<file path="src/rtl/sim_run_monitor.sv">
// End-of-simulation monitor: counts cycles/retirements until halt PC or timeout,
// then freezes the CPU and streams the register file and a data-memory window.
module sim_run_monitor #(
  parameter int unsigned CYCLE_LIMIT = 145,
  parameter logic [31:0] END_PC      = 32'h0000_3048,
  parameter int unsigned REG_NUM     = 32,
  parameter int unsigned MEM_BASE    = 20,
  parameter int unsigned MEM_WORDS   = 2
) (
  input  logic        clk,
  input  logic        rst,
  input  logic        wb_valid,
  input  logic [31:0] wb_pc,
  output logic        cpu_hold,
  output logic [4:0]  rf_raddr,
  input  logic [31:0] rf_rdata,
  output logic [7:0]  mem_raddr,
  input  logic [31:0] mem_rdata,
  output logic        dump_valid,
  input  logic        dump_ready,
  output logic [31:0] dump_data,
  output logic [7:0]  dump_idx,
  output logic        dump_is_mem,
  output logic        done,
  output logic [1:0]  cause,
  output logic [31:0] cycles,
  output logic [31:0] retired
);

  localparam int unsigned CW = 9;

  typedef enum logic [1:0] {RUN, DUMP_REG, DUMP_MEM, DONE} state_t;

  state_t         state, state_next;
  logic [CW-1:0]  reg_cnt, mem_cnt;
  logic           halt, tmo, load;

  // Next-state logic; load means the output word slot is free or being taken this cycle.
  always_comb begin
    state_next = state;
    halt       = (state == RUN) && wb_valid && (wb_pc == END_PC);
    tmo        = (state == RUN) && (cycles == 32'(CYCLE_LIMIT - 1));
    load       = !dump_valid || dump_ready;
    case (state)
      RUN:      if (halt || tmo) state_next = DUMP_REG;
      DUMP_REG: if (load && (reg_cnt == CW'(REG_NUM - 1))) state_next = DUMP_MEM;
      DUMP_MEM: if (load && (mem_cnt == CW'(MEM_WORDS))) state_next = DONE;
      DONE:     state_next = DONE;
      default:  state_next = RUN;
    endcase
  end

  always_ff @(posedge clk or posedge rst) begin
    if (rst) begin
      state       <= RUN;
      cpu_hold    <= 1'b0;
      rf_raddr    <= '0;
      mem_raddr   <= '0;
      dump_valid  <= 1'b0;
      dump_data   <= '0;
      dump_idx    <= '0;
      dump_is_mem <= 1'b0;
      done        <= 1'b0;
      cause       <= 2'b00;
      cycles      <= '0;
      retired     <= '0;
      reg_cnt     <= '0;
      mem_cnt     <= '0;
    end else begin
      state <= state_next;
      case (state)
        RUN: begin
          cycles <= cycles + 32'd1;
          if (wb_valid) retired <= retired + 32'd1;
          if (halt || tmo) begin
            cpu_hold  <= 1'b1;
            cause     <= halt ? 2'b01 : 2'b10;
            rf_raddr  <= '0;
            mem_raddr <= 8'(MEM_BASE);
            reg_cnt   <= '0;
            mem_cnt   <= '0;
          end
        end
        // Register words: data for rf_raddr was addressed on the previous edge.
        DUMP_REG: begin
          if (load) begin
            dump_valid  <= 1'b1;
            dump_is_mem <= 1'b0;
            dump_idx    <= 8'(reg_cnt);
            dump_data   <= (reg_cnt == '0) ? 32'd0 : rf_rdata;
            rf_raddr    <= 5'(reg_cnt + CW'(1));
            reg_cnt     <= reg_cnt + CW'(1);
          end
        end
        // mem_raddr was preloaded at run end, so no gap after the last register word.
        DUMP_MEM: begin
          if (load) begin
            if (mem_cnt == CW'(MEM_WORDS)) begin
              dump_valid <= 1'b0;
              done       <= 1'b1;
            end else begin
              dump_valid  <= 1'b1;
              dump_is_mem <= 1'b1;
              dump_idx    <= mem_raddr;
              dump_data   <= mem_rdata;
              mem_raddr   <= mem_raddr + 8'd1;
              mem_cnt     <= mem_cnt + CW'(1);
            end
          end
        end
        default: ;
      endcase
    end
  end

endmodule

</file>
<file path="config.mk">
export PLATFORM = sky130hd
export DESIGN_NAME = sim_run_monitor
export DESIGN_NICKNAME = d
export VERILOG_FILES = /design/src/rtl/sim_run_monitor.sv
export SDC_FILE = /design/constraint.sdc
export NUM_CORES = 1
export LEC_CHECK = 0
export CORE_ASPECT_RATIO = 0.5
export CORE_MARGIN = 4
export CORE_UTILIZATION = 46
export DETAILED_ROUTE_END_ITERATION = 16
export GPL_TIMING_DRIVEN = 0
export PLACE_DENSITY = 0.81
export SYNTH_ARGS = -nofsm -noshare
export SYNTH_HDL_FRONTEND = slang
export SYNTH_SLANG_ARGS = --single-unit
</file>
<file path="constraint.sdc">
create_clock -name clk -period 4.9 [get_ports clk]
set_input_delay 0.735 -clock clk [delete_from_list [all_inputs] [get_ports clk]]
set_output_delay 0.735 -clock clk [all_outputs]
set_load 0.03 [all_outputs]
</file>
=== Word-level counts from Yosys, hierarchy flattened ===
Index checks and enable logic that the tools add are counted.

* Bits in registers: 143
* Bits of input ports: 100

* $add $sub $neg: 5
* Equal/unequal tests: 13
* Reductions and logical operators: 21
* Mux-type cells: 35

{| class="wikitable"
|+ Operator list
! operator !! number
|-
| $mux W32 || 4
|-
| $add A32 B1 Y32 const B || 2
|-
| $pmux W32 S2 || 1
|-
| $mux W8 || 6
|-
| $mux W9 || 4
|-
| $pmux W9 S2 || 2
|-
| $eq A32 B14 Y1 const B || 1
|-
| $eq A32 B8 Y1 const B || 1
|-
| $pmux W8 S2 || 2
|-
| $add A9 B1 Y9 const B || 2
|-
| $reduce_and A3 Y1 || 4
|-
| $mux W5 || 2
|-
| $ne A2 B2 Y1 const B || 5
|-
| $pmux W5 S2 || 1
|-
| $eq A9 B2 Y1 const B || 1
|-
| $eq A9 B5 Y1 const B || 1
|-
| $logic_not A9 Y1 || 1
|-
| $add A8 B1 Y8 const B || 1
|-
| $mux W2 || 4
|-
| $pmux W2 S4 || 1
|-
| $reduce_and A4 Y1 || 2
|-
| $mux W1 || 6
|-
| $reduce_bool A2 Y1 || 3
|-
| $logic_and A1 B1 Y1 || 5
|-
| 8 further kinds || 12
|}

=== Longest topological paths before layout ===
Gate-level depths: netlist of run 1.

* Depth in word-level cells: 6
* Depth in mapped cells: 9
* Gate-level depth less buffers: 7

=== Least setup slack after synthesis of run 1 ===
Ideal clock, no wire load.

* Path type: input port to flip-flop
* From: in wb_valid
* To: reg reg_cnt[8]
* Setup slack: 2.538 ns
* Stages: 7
* Arrival: 2.241 ns
* Path through: or3b_1 -> buf_2 -> or4_1 -> buf_2 -> buf_6 -> a41oi_1 -> nand2_1

* Longest elaborated chain between the ends: 5

{| class="wikitable"
|+ Ends and longest elaborated chain
! what !! RTL line !! source
|-
| start: declaration || 12 || <nowiki>input logic wb_valid,</nowiki>
|-
| $logic_and A1 B1 Y1 (2 in series) || 41 || <nowiki>halt = (state == RUN) && wb_valid && (wb_pc == END_PC);</nowiki>
|-
| $logic_or A1 B1 Y1 || 75 || <nowiki>if (halt || tmo) begin</nowiki>
|-
| $ne A2 B1 Y1 (no source line) || - ||
|-
| $reduce_and A3 Y1 (no source line) || - ||
|-
| end signal: assignment || 92 || <nowiki>reg_cnt <= reg_cnt + CW'(1);</nowiki>
|-
| end: declaration || 35 || <nowiki>logic [CW-1:0] reg_cnt, mem_cnt;</nowiki>
|}

Every way passes these cells.
A chain may end at the register's enable or synchronous reset.

=== Worst setup path in the final report of run 1 ===
* From: in dump_ready
* To: reg dump_data[15]

* Longest elaborated chain between the ends: 3
* Elaborated cells on any way between the ends: 4
* Classes of those cells: eq/ne: 2; reduce/logical: 2

{| class="wikitable"
|+ Ends and longest elaborated chain
! what !! RTL line !! source
|-
| start: declaration || 20 || <nowiki>input logic dump_ready,</nowiki>
|-
| $logic_or A1 B1 Y1 (*) || 43 || <nowiki>load = !dump_valid || dump_ready;</nowiki>
|-
| $ne A2 B2 Y1 (no source line) || - ||
|-
| $reduce_and A4 Y1 (no source line) (*) || - ||
|-
| end signal: assignment || 90 || <nowiki>dump_data <= (reg_cnt == '0) ? 32'd0 : rf_rdata;</nowiki>
|-
| end signal: assignment || 105 || <nowiki>dump_data <= mem_rdata;</nowiki>
|-
| end: declaration || 21 || <nowiki>output logic [31:0] dump_data,</nowiki>
|}

Mark *: on every way between the ends. The rest lies on a longest branch, timed or not.

==> results of run 1 <==
[worst max-delay path, stage by stage]
cell,delay [ns]
clkdlybuf4s50_1,0.45
nor2b_1,0.49
a21oi_1,0.20
and2_1,0.21
clkbuf_1,0.21
clkbuf_1,0.30
a221o_1,0.37
[cell usage after synthesis (all sizes together), types with 3 or more instances]
cell and count:
a31o 3, xnor2 58, nor2 50, or3 6
nor2b 4, buf 14, a41oi 7, and4 7
a21oi 12, nand2 93, ha 8, or2 5
dfrtp 138, nand3 46, nand4 28, xor2 8
mux2i 8, a221o 31, a21o 3, inv 12
and3 12, clkbuf 23, nor3 11, o21ai 17
nor4b 9, nor4 11
[area by class of cell]
type                       instances  area share (%)
tap                              192            2.47
clock buffer                      19            4.66
multi-input combinational        463            30.4
buffer                            37            1.80
clock inverter                    13            1.47
inverter                          12           0.515
timing repair buffer             223            23.2
sequential                       138            35.5
[routing by layer]
layer  GRT usage [%]  vias to the layer above  routed length, um
met1            30.2                     3001               8350
met5               0                        -                  0
met2            40.7                      184               9780
met4            5.98                        0                236
li1                -                     2823                  -
met3            5.34                       21               1140
[worst min-delay path by stage]
| stage | end | slack (ns) | cells past startpoint | startpoint |
|---|---|---|---|---|
| after floorplan | mem_cnt[0] | 0.49 | 1 | mem_cnt[0] |
| final | retired[31] | 0.47 | 1 | retired[31] |
| after global placement | done | 0.44 | 1 | done |
| after global routing | retired[31] | 0.48 | 1 | retired[31] |
| after CTS | done | 0.47 | 1 | done |
| after detailed placement | cpu_hold | 0.46 | 1 | cpu_hold |
[flip-flops by register name (all words and copies together), names as in the netlist, 2 cells and up]
signal     count
cycles        32
dump_data     32
retired       32
mem_cnt        9
dump_idx       8
mem_raddr      8
reg_cnt        5
rf_raddr       4
cause          2
state          2
[kinds of logic after synthesis]
group	count (synthesis)	synth area share (%)
AND/OR/NAND/NOR	290	22.4
flip-flops	138	52.1
AO/OA/AOI/OAI	90	10.6
adder cells (fa/ha/maj)	8	1.51
multiplexers	9	1.38
buffers and inverters	49	3.32
XOR/XNOR	66	8.73
[power groups by stage]
stage	Sequential, mW	Clock (mW)	Combinational [mW]
CTS	1.26	1.31	0.502
global route	1.28	1.36	0.528
detailed placement	1.29	0	0.497
finish	1.27	1.29	0.497
floorplan	1.35	0	0.178
global placement	1.28	0	0.483
[through the flow]
step / TNS, ns / instances / utilization, %
2_1_floorplan: 0 / 650 / -
3_3_place_gp: -201.90 / 1064 / 65.8
3_5_place_dp: 0 / 1065 / 66.0
4_1_cts: 0 / 1097 / 70.3
5_1_grt: 0 / 1097 / 70.3
6_report: 0 / 1097 / 70.3
==> results.yml, run 1 <==
final_layout:
  fill_cells: 1029
  layout.cells.most_common: "clkdlybuf4s50_1"
  nets: 1000
  insertedDiodeCount: 0
  ff_latch_area_mm2: 0.00345
  multi_input_area_mm2: 0.00295
  final_cell_area_mm2: 0.00972
  layout_common_cells: "222 x clkdlybuf4s50_1, 138 x dfrtp_1, 92 x nand2_1"
  layout-drive-gt1-share_pct: 6.96
  syn2layout_area_growth_pct: 46.6
place:
  place_area_mm2: 0.00912
  dp_hpwl_mm: 14.0
  place_ws_ns: 1.84
  numPortBuffers: 222
  gp_congestion: 0.847
die:
  core_area_mm2: 0.0138
  die_x_um: 178
  core.rowCount: 30
  start_util_pct: 48.0
  die-area_mm2: 0.0165
  fp.dieH_um: 92.9
  ios: 223
critical_path:
  r2r_setup_slack_ns: 2.25
  worstRegToRegCells: 8
  crit_start: "dump_ready"
  crit_fanout: 10
  arrival_ns: 2.97
  crit_type: "in2reg"
  reg2reg_to: "dump_data[15]"
  startpoint_type: "primary input"
  cp_data_required_time_ns: 5.18
  cp-end-kind: "flop"
  r2r_start: "mem_cnt[0]"
  endpoint: "dump_data[15]"
global_route:
  grt_pass1_vias: 6008
  grt_pass1_wl_mm: 30.9
  grt_overflow: 0
  grt_usage_pct: 23.6
  grt_max_degree: 86
  antenna_found_initial: 0
pwr:
  power.share.clock_pct: 42.3
  p_int_mw: 2.23
  p_per_area_mw_per_mm2: 314
  p_sw_mw: 0.827
  pwr-share-comb_pct: 16.3
  switching_share_pct: 27.1
  leakage_nw: 4.07
  seqPwrFrac_pct: 41.5
  irDropWorstVdd_mv: 0.202
  p_total_mw: 3.05
run:
  maxCapViolCount: 0
route:
  drtPass1Iterations: 5
  via_per_inst: 5.50
  drc: 0
  wl_mm: 19.5
  routed-via-count: 6029
  antenna_left: 0
  wl_per_cell_um: 17.8
  drt_iter0_markers: 478
sta:
  fmax_mhz: 372
  worst_pin_slew_ns: 0.932
  setup_viol: 0
  hold_violations: 0
  drv_slew: 0
  layout_min_cycle_time_ns: 2.69
  hold_ws_ns: 0.467
  post-route-period-util_pct: 54.8
  setup_ws_ns: 2.21
  relSlewSlack_pct: 37.4
  skew_ns: 0.0132
  rsz0062_at_grt: "no"
synthesis:
  synth_area_leaders: "dfrtp_1 52%, xnor2_1 7.7%, nand2_1 5.2%, a221o_1 4.7%, nand3_1 3.5%"
  synth-edff-count: 0
  synthesis.nets: 758
  yosys_warnings: 0
  ys_ff_latch: 138
  seq_area_frac_synth_pct: 52.1
  syn-cell-area_mm2: 0.00663
  synth_top_cell_area_share_pct: 52.1
  synthArstFlopShare_pct: 100
  yosysUniqueCellTypes: 54
  synth_cells: 650
  synth_top_cell_by_area: "dfrtp_1"
  synth_ff_type: "dfrtp_1"
  postSynthAreaPerCell_um2: 10.2
clock_tree:
  cts_root_buf: "clkbuf_16"
  numClockSinks: 138
  post_cts.repair.setup_buffers: 0
  clkTransAtPathRegs_ns: 0.06
  cts_max_level: 4
  cts_resized: 0
  hold_buffers: 0
  insertion_delay_ns: 0.41
  numCtsBuffers: 17
  clk_path_buf_depth: 2
  tritoncts: "done"
run_status:
  status: "complete, no violations"
min_path:
  hold_path_class: "reg2reg"
Power figures use the tool's default switching activity.
==> run 2, diff against run 1 <==
CORE_UTILIZATION = 42   (was 46)
PLACE_DENSITY = 0.78   (was 0.81)
clock period = 2.2 ns   (was 4.9 ns; I/O delays follow)
==> run 2 against run 1 <==
Against the previous run: clock skew is 0.00067 ns lower; cell count is 1.7% higher; clock power is 120% higher; design area is 2.9% higher; sequential share of layout area is 0.98 points lower; core utilization is 5.5 points lower; total power is 120% higher; setup slack worse by 2.1 ns; worst hold slack worse by 0.15 ns; critical endpoint is now retired[28].
==> results.yml, run 2 (synthesis results as in run 1) <==
route:
  drtPass1Iterations: 4
  wl_mm: 19.0
  wl_per_cell_um: 17.0
  antenna_left: 0
  routed-via-count: 5986
  drc: 0
  via_per_inst: 5.36
  drt_iter0_markers: 392
critical_path:
  crit_fanout: 8
  worstRegToRegCells: 7
  startpoint_type: "flop"
  cp-end-kind: "flop"
  crit_type: "reg2reg"
  arrival_ns: 2.41
  cp_data_required_time_ns: 2.50
clock_tree:
  cts_max_level: 4
  clk_path_buf_depth: 2
  numCtsBuffers: 17
  numClockSinks: 138
  clkTransAtPathRegs_ns: 0.07
  tritoncts: "done"
  hold_buffers: 0
  insertion_delay_ns: 0.41
  cts_root_buf: "clkbuf_16"
die:
  core.rowCount: 32
  die_x_um: 186
  die-area_mm2: 0.0180
  core_area_mm2: 0.0154
  fp.dieH_um: 96.8
  ios: 223
  start_util_pct: 43.0
pwr:
  p_int_mw: 4.94
  leakage_nw: 4.24
  switching_share_pct: 27.1
  pwr-share-comb_pct: 16.5
  p_sw_mw: 1.84
  p_per_area_mw_per_mm2: 679
  power.share.clock_pct: 41.8
  seqPwrFrac_pct: 41.7
  p_total_mw: 6.78
  irDropWorstVdd_mv: 0.561
final_layout:
  layout_common_cells: "222 x clkdlybuf4s50_1, 137 x dfrtp_1, 92 x nand2_1"
  syn2layout_area_growth_pct: 50.9
  layout-drive-gt1-share_pct: 11.0
  reg_top3: "cycles: 32 flops, dump_data: 32 flops, retired: 32 flops"
  fin_util_pct: 64.8
  insertedDiodeCount: 0
  nets: 1008
  layout.cells.most_common: "clkdlybuf4s50_1"
global_route:
  antenna_found_initial: 0
  grt_usage_pct: 20.7
  grt_pass1_wl_mm: 30.8
  grt_overflow: 0
  grt_max_degree: 44
  grt_pass1_vias: 6046
sta:
  skew_ns: 0.0125
  tns_ns: 0
  hold_ws_ns: 0.314
  layout_min_cycle_time_ns: 2.11
  relSlewSlack_pct: 62.2
  worst_pin_slew_ns: 0.566
  setup_viol: 0
  drv_slew: 0
  fmax_mhz: 474
  hold_violations: 0
  setup_ws_ns: 0.0886
  post-route-period-util_pct: 96.0
place:
  place_ws_ns: -0.480
  dp_hpwl_mm: 14.1
  numPortBuffers: 222
  gp_congestion: 0.823
run_status:
  status: "complete, no violations"
run:
  maxCapViolCount: 0
min_path:
  hold_path_class: "in2async"
## run 2: cell types whose count changed in the layout (fill, tap and decap cells not counted), moves of 3 or more
cell / previous run / this run
clkbuf_1: 23 / 8
clkbuf_2: 0 / 8
buf_4: 5 / 12
buf_12: 0 / 4
a41oi_1: 7 / 4
a41oi_2: 0 / 3
buf_6: 1 / 4
clkbuf_4: 0 / 3
nor3_4: 0 / 3
## run 2: routing by layer
layer  GRT usage, %  vias to the layer above  part of all wire [%]
met2           35.2                      154                    50
met1           27.6                     2964                    43
met4           6.10                        0                   1.9
met5              0                        -                     0
li1               -                     2840                     -
met3           3.04                       28                   4.4
## run 2: timing repair
| action | 4_1_cts | 5_1_grt |
|---|---|---|
| setup endpoints to repair | 74 | 89 |
| pin swaps | 1 | 7 |
| buffers inserted | 1 | 6 |
| gates resized for setup | 24 | 30 |
## run 2: cell type report
type                            count  area (um2)
Fill cell                        1221        5420
Sequential cell                   138        3450
Multi-Input combinational cell    463        3060
Timing Repair Buffer              233        2370
Clock buffer                       18         439
Tap cell                          204         255
Buffer                             35         213
Clock inverter                     13         146
Inverter                           12        48.8
## run 2: worst max-delay path: stages, from the launching register on
cell,delay (ns)
dfrtp_2,0.41
or3b_1,0.39
buf_6,0.15
nor4_4,0.38
and3_1,0.22
clkbuf_4,0.18
nand4_1,0.12
xnor2_1,0.15
## run 2: final timing paths
path / startpoint / endpoint / slack [ns]
worst min register to register: retired[31] / retired[31] / 0.48
min in group clk: retired[31] / retired[31] / 0.48
max in group asynchronous: rst / state[1] / 1.11
worst min-delay path: rst / dump_data[2] / 0.31
worst max register to register: state[1] / retired[28] / 0.09
worst max-delay path: state[1] / retired[28] / 0.09
## run 2: power by group through the flow
stage	clock network [mW]	logic (mW)	registers, mW
2_1_floorplan	0	0.397	3.02
3_3_place_gp	0	1.08	2.86
3_5_place_dp	0	1.11	2.86
4_1_cts	2.88	1.12	2.82
5_1_grt	3.00	1.20	2.85
6_report	2.84	1.12	2.83
## run 2: per-stage QoR
| stage | cells | area, um2 |
|---|---|---|
| CTS | 1110 | 9860 |
| finish | 1116 | 10000 |
| floorplan | 650 | 6630 |
| global route | 1116 | 10000 |
| global placement | 1076 | 9110 |
| detailed placement | 1080 | 9190 |
==> run 3, diff against run 2 <==
CELL_PAD_IN_SITES_DETAIL_PLACEMENT = 0   (was default)
CELL_PAD_IN_SITES_GLOBAL_PLACEMENT = 1   (was default)
CORE_UTILIZATION = 31   (was 42)
PLACE_DENSITY = default   (was 0.78)
PLACE_DENSITY_LB_ADDON = 0.1   (was default)
==> run 3 against run 2 <==
Against the previous run: via count fell by 2.1%; routed wire length rose by 9.5%; register-to-register slack barely moved; combinational power barely moved; core utilization fell by 16 points; fmax rose by 0.48%; sequential power barely moved.
==> results.yml, run 3 (synthesis results as in run 1) <==
clock_tree:
  numCtsBuffers: 17
  tritoncts: "done"
  clk_path_buf_depth: 2
  insertion_delay_ns: 0.43
  clkTransAtPathRegs_ns: 0.06
  cts_max_level: 4
  hold_buffers: 0
  cts_root_buf: "clkbuf_16"
  numClockSinks: 138
final_layout:
  layout.cells.most_common: "clkdlybuf4s50_1"
  fill_cells: 1952
  fin_util_pct: 48.7
  layout_common_cells: "222 x clkdlybuf4s50_1, 137 x dfrtp_1, 91 x nand2_1"
  nets: 1006
  insertedDiodeCount: 0
  syn2layout_area_growth_pct: 52.7
  reg_top3: "cycles: 32 flops, dump_data: 32 flops, retired: 32 flops"
  layout-drive-gt1-share_pct: 11.1
global_route:
  grt_pass1_vias: 5959
  grt_overflow: 0
  grt_pass1_wl_mm: 33.5
  grt_max_degree: 37
  grt_usage_pct: 17.6
  antenna_found_initial: 0
place:
  gp_congestion: 0.772
  numPortBuffers: 222
  dp_hpwl_mm: 15.5
  place_ws_ns: -0.587
pwr:
  p_int_mw: 5.23
  power.share.clock_pct: 44.0
  pwr-share-comb_pct: 15.9
  switching_share_pct: 25.9
  leakage_nw: 4.28
  seqPwrFrac_pct: 40.1
  p_sw_mw: 1.83
  p_per_area_mw_per_mm2: 697
  irDropWorstVdd_mv: 0.332
route:
  routed-via-count: 5858
  drtPass1Iterations: 7
  antenna_left: 0
  drc: 0
  wl_per_cell_um: 17.6
  wl_mm: 20.8
  drt_iter0_markers: 273
  via_per_inst: 4.95
sta:
  hold_ws_ns: 0.299
  skew_ns: 0.00978
  fmax_mhz: 476
  relSlewSlack_pct: 62.5
  hold_violations: 0
  setup_viol: 0
  drv_slew: 0
  worst_pin_slew_ns: 0.562
  post-route-period-util_pct: 95.5
  layout_min_cycle_time_ns: 2.10
  setup_ws_ns: 0.0987
run:
  maxCapViolCount: 0
critical_path:
  crit_type: "reg2out"
  startpoint_type: "flop"
  cp_data_required_time_ns: 1.87
  arrival_ns: 1.77
  crit_fanout: 9
  cp-end-kind: "output port"
die:
  fp.dieH_um: 111
  die_x_um: 215
  core.rowCount: 37
  start_util_pct: 31.9
  core_area_mm2: 0.0208
  die-area_mm2: 0.0239
  ios: 223
run_status:
  status: "complete, no violations"
min_path:
  hold_path_class: "in2async"
-- run 3: path summary, 6_finish.rpt --
kind	startpoint	end	slack, ns	cells after the start
max in group asynchronous	rst	dump_data[28]	0.88	5
worst min-delay path	rst	retired[27]	0.30	2
worst min register to register	retired[31]	retired[31]	0.47	1
worst max register to register	cycles[0]	rf_raddr[2]	0.1	8
min in group clk	retired[31]	retired[31]	0.47	1
worst max-delay path	rf_raddr[3]	rf_raddr[3]	0.1	2
-- run 3: power by group through the flow --
stage / Sequential, mW / Combinational, mW / Clock [mW]
floorplan: 3.02 / 0.397 / 0
global placement: 2.87 / 1.11 / 0
detailed placement: 2.87 / 1.13 / 0
CTS: 2.83 / 1.13 / 3.20
global route: 2.85 / 1.22 / 3.31
finish: 2.83 / 1.12 / 3.10
-- run 3: through the flow --
| step | setup TNS [ns] | power (mW) | cells | instance area [um2] |
|---|---|---|---|---|
| final | 0 | 7.05 | 1184 | 10100 |
| after global routing | -0.0788 | 7.38 | 1184 | 10100 |
| after CTS | -0.0275 | 7.16 | 1182 | 10000 |
| after detailed placement | -39.17 | 4.00 | 1149 | 9270 |
| after global placement | -219.93 | 3.98 | 1145 | 9190 |
| after floorplan | 0 | 3.41 | 650 | 6630 |
-- run 3: metal layers --
layer	track usage (%)	routed length [um]	vias to the layer above
li1	-	-	2830
met1	23.8	9750	2887
met2	26.8	9440	118
met3	5.97	1310	23
met4	5.52	301	0
met5	0	0	-
-- run 3: critical path, stage by stage (launching register included) --
cell and delay, ns:
dfrtp_1 0.51, buf_4 0.17, clkdlybuf4s50_1 0.66
-- run 3: what timing repair did --
item / 4_1_cts / 5_1_grt
resized for setup: 24 / 37
pin swaps: 0 / 4
setup endpoints to repair: 96 / 83
setup buffers: 3 / 3
-- run 3: final cells by class --
cell class                 instances  area, um2  area share [%]
sequential                       138       3450            34.1
multi-input combinational        463       3070            30.3
timing repair buffer             232       2360            23.3
clock buffer                      21        470            4.65
tap                              273        342            3.38
buffer                            34        206            2.04
clock inverter                    11        168            1.66
inverter                          12       48.8           0.482
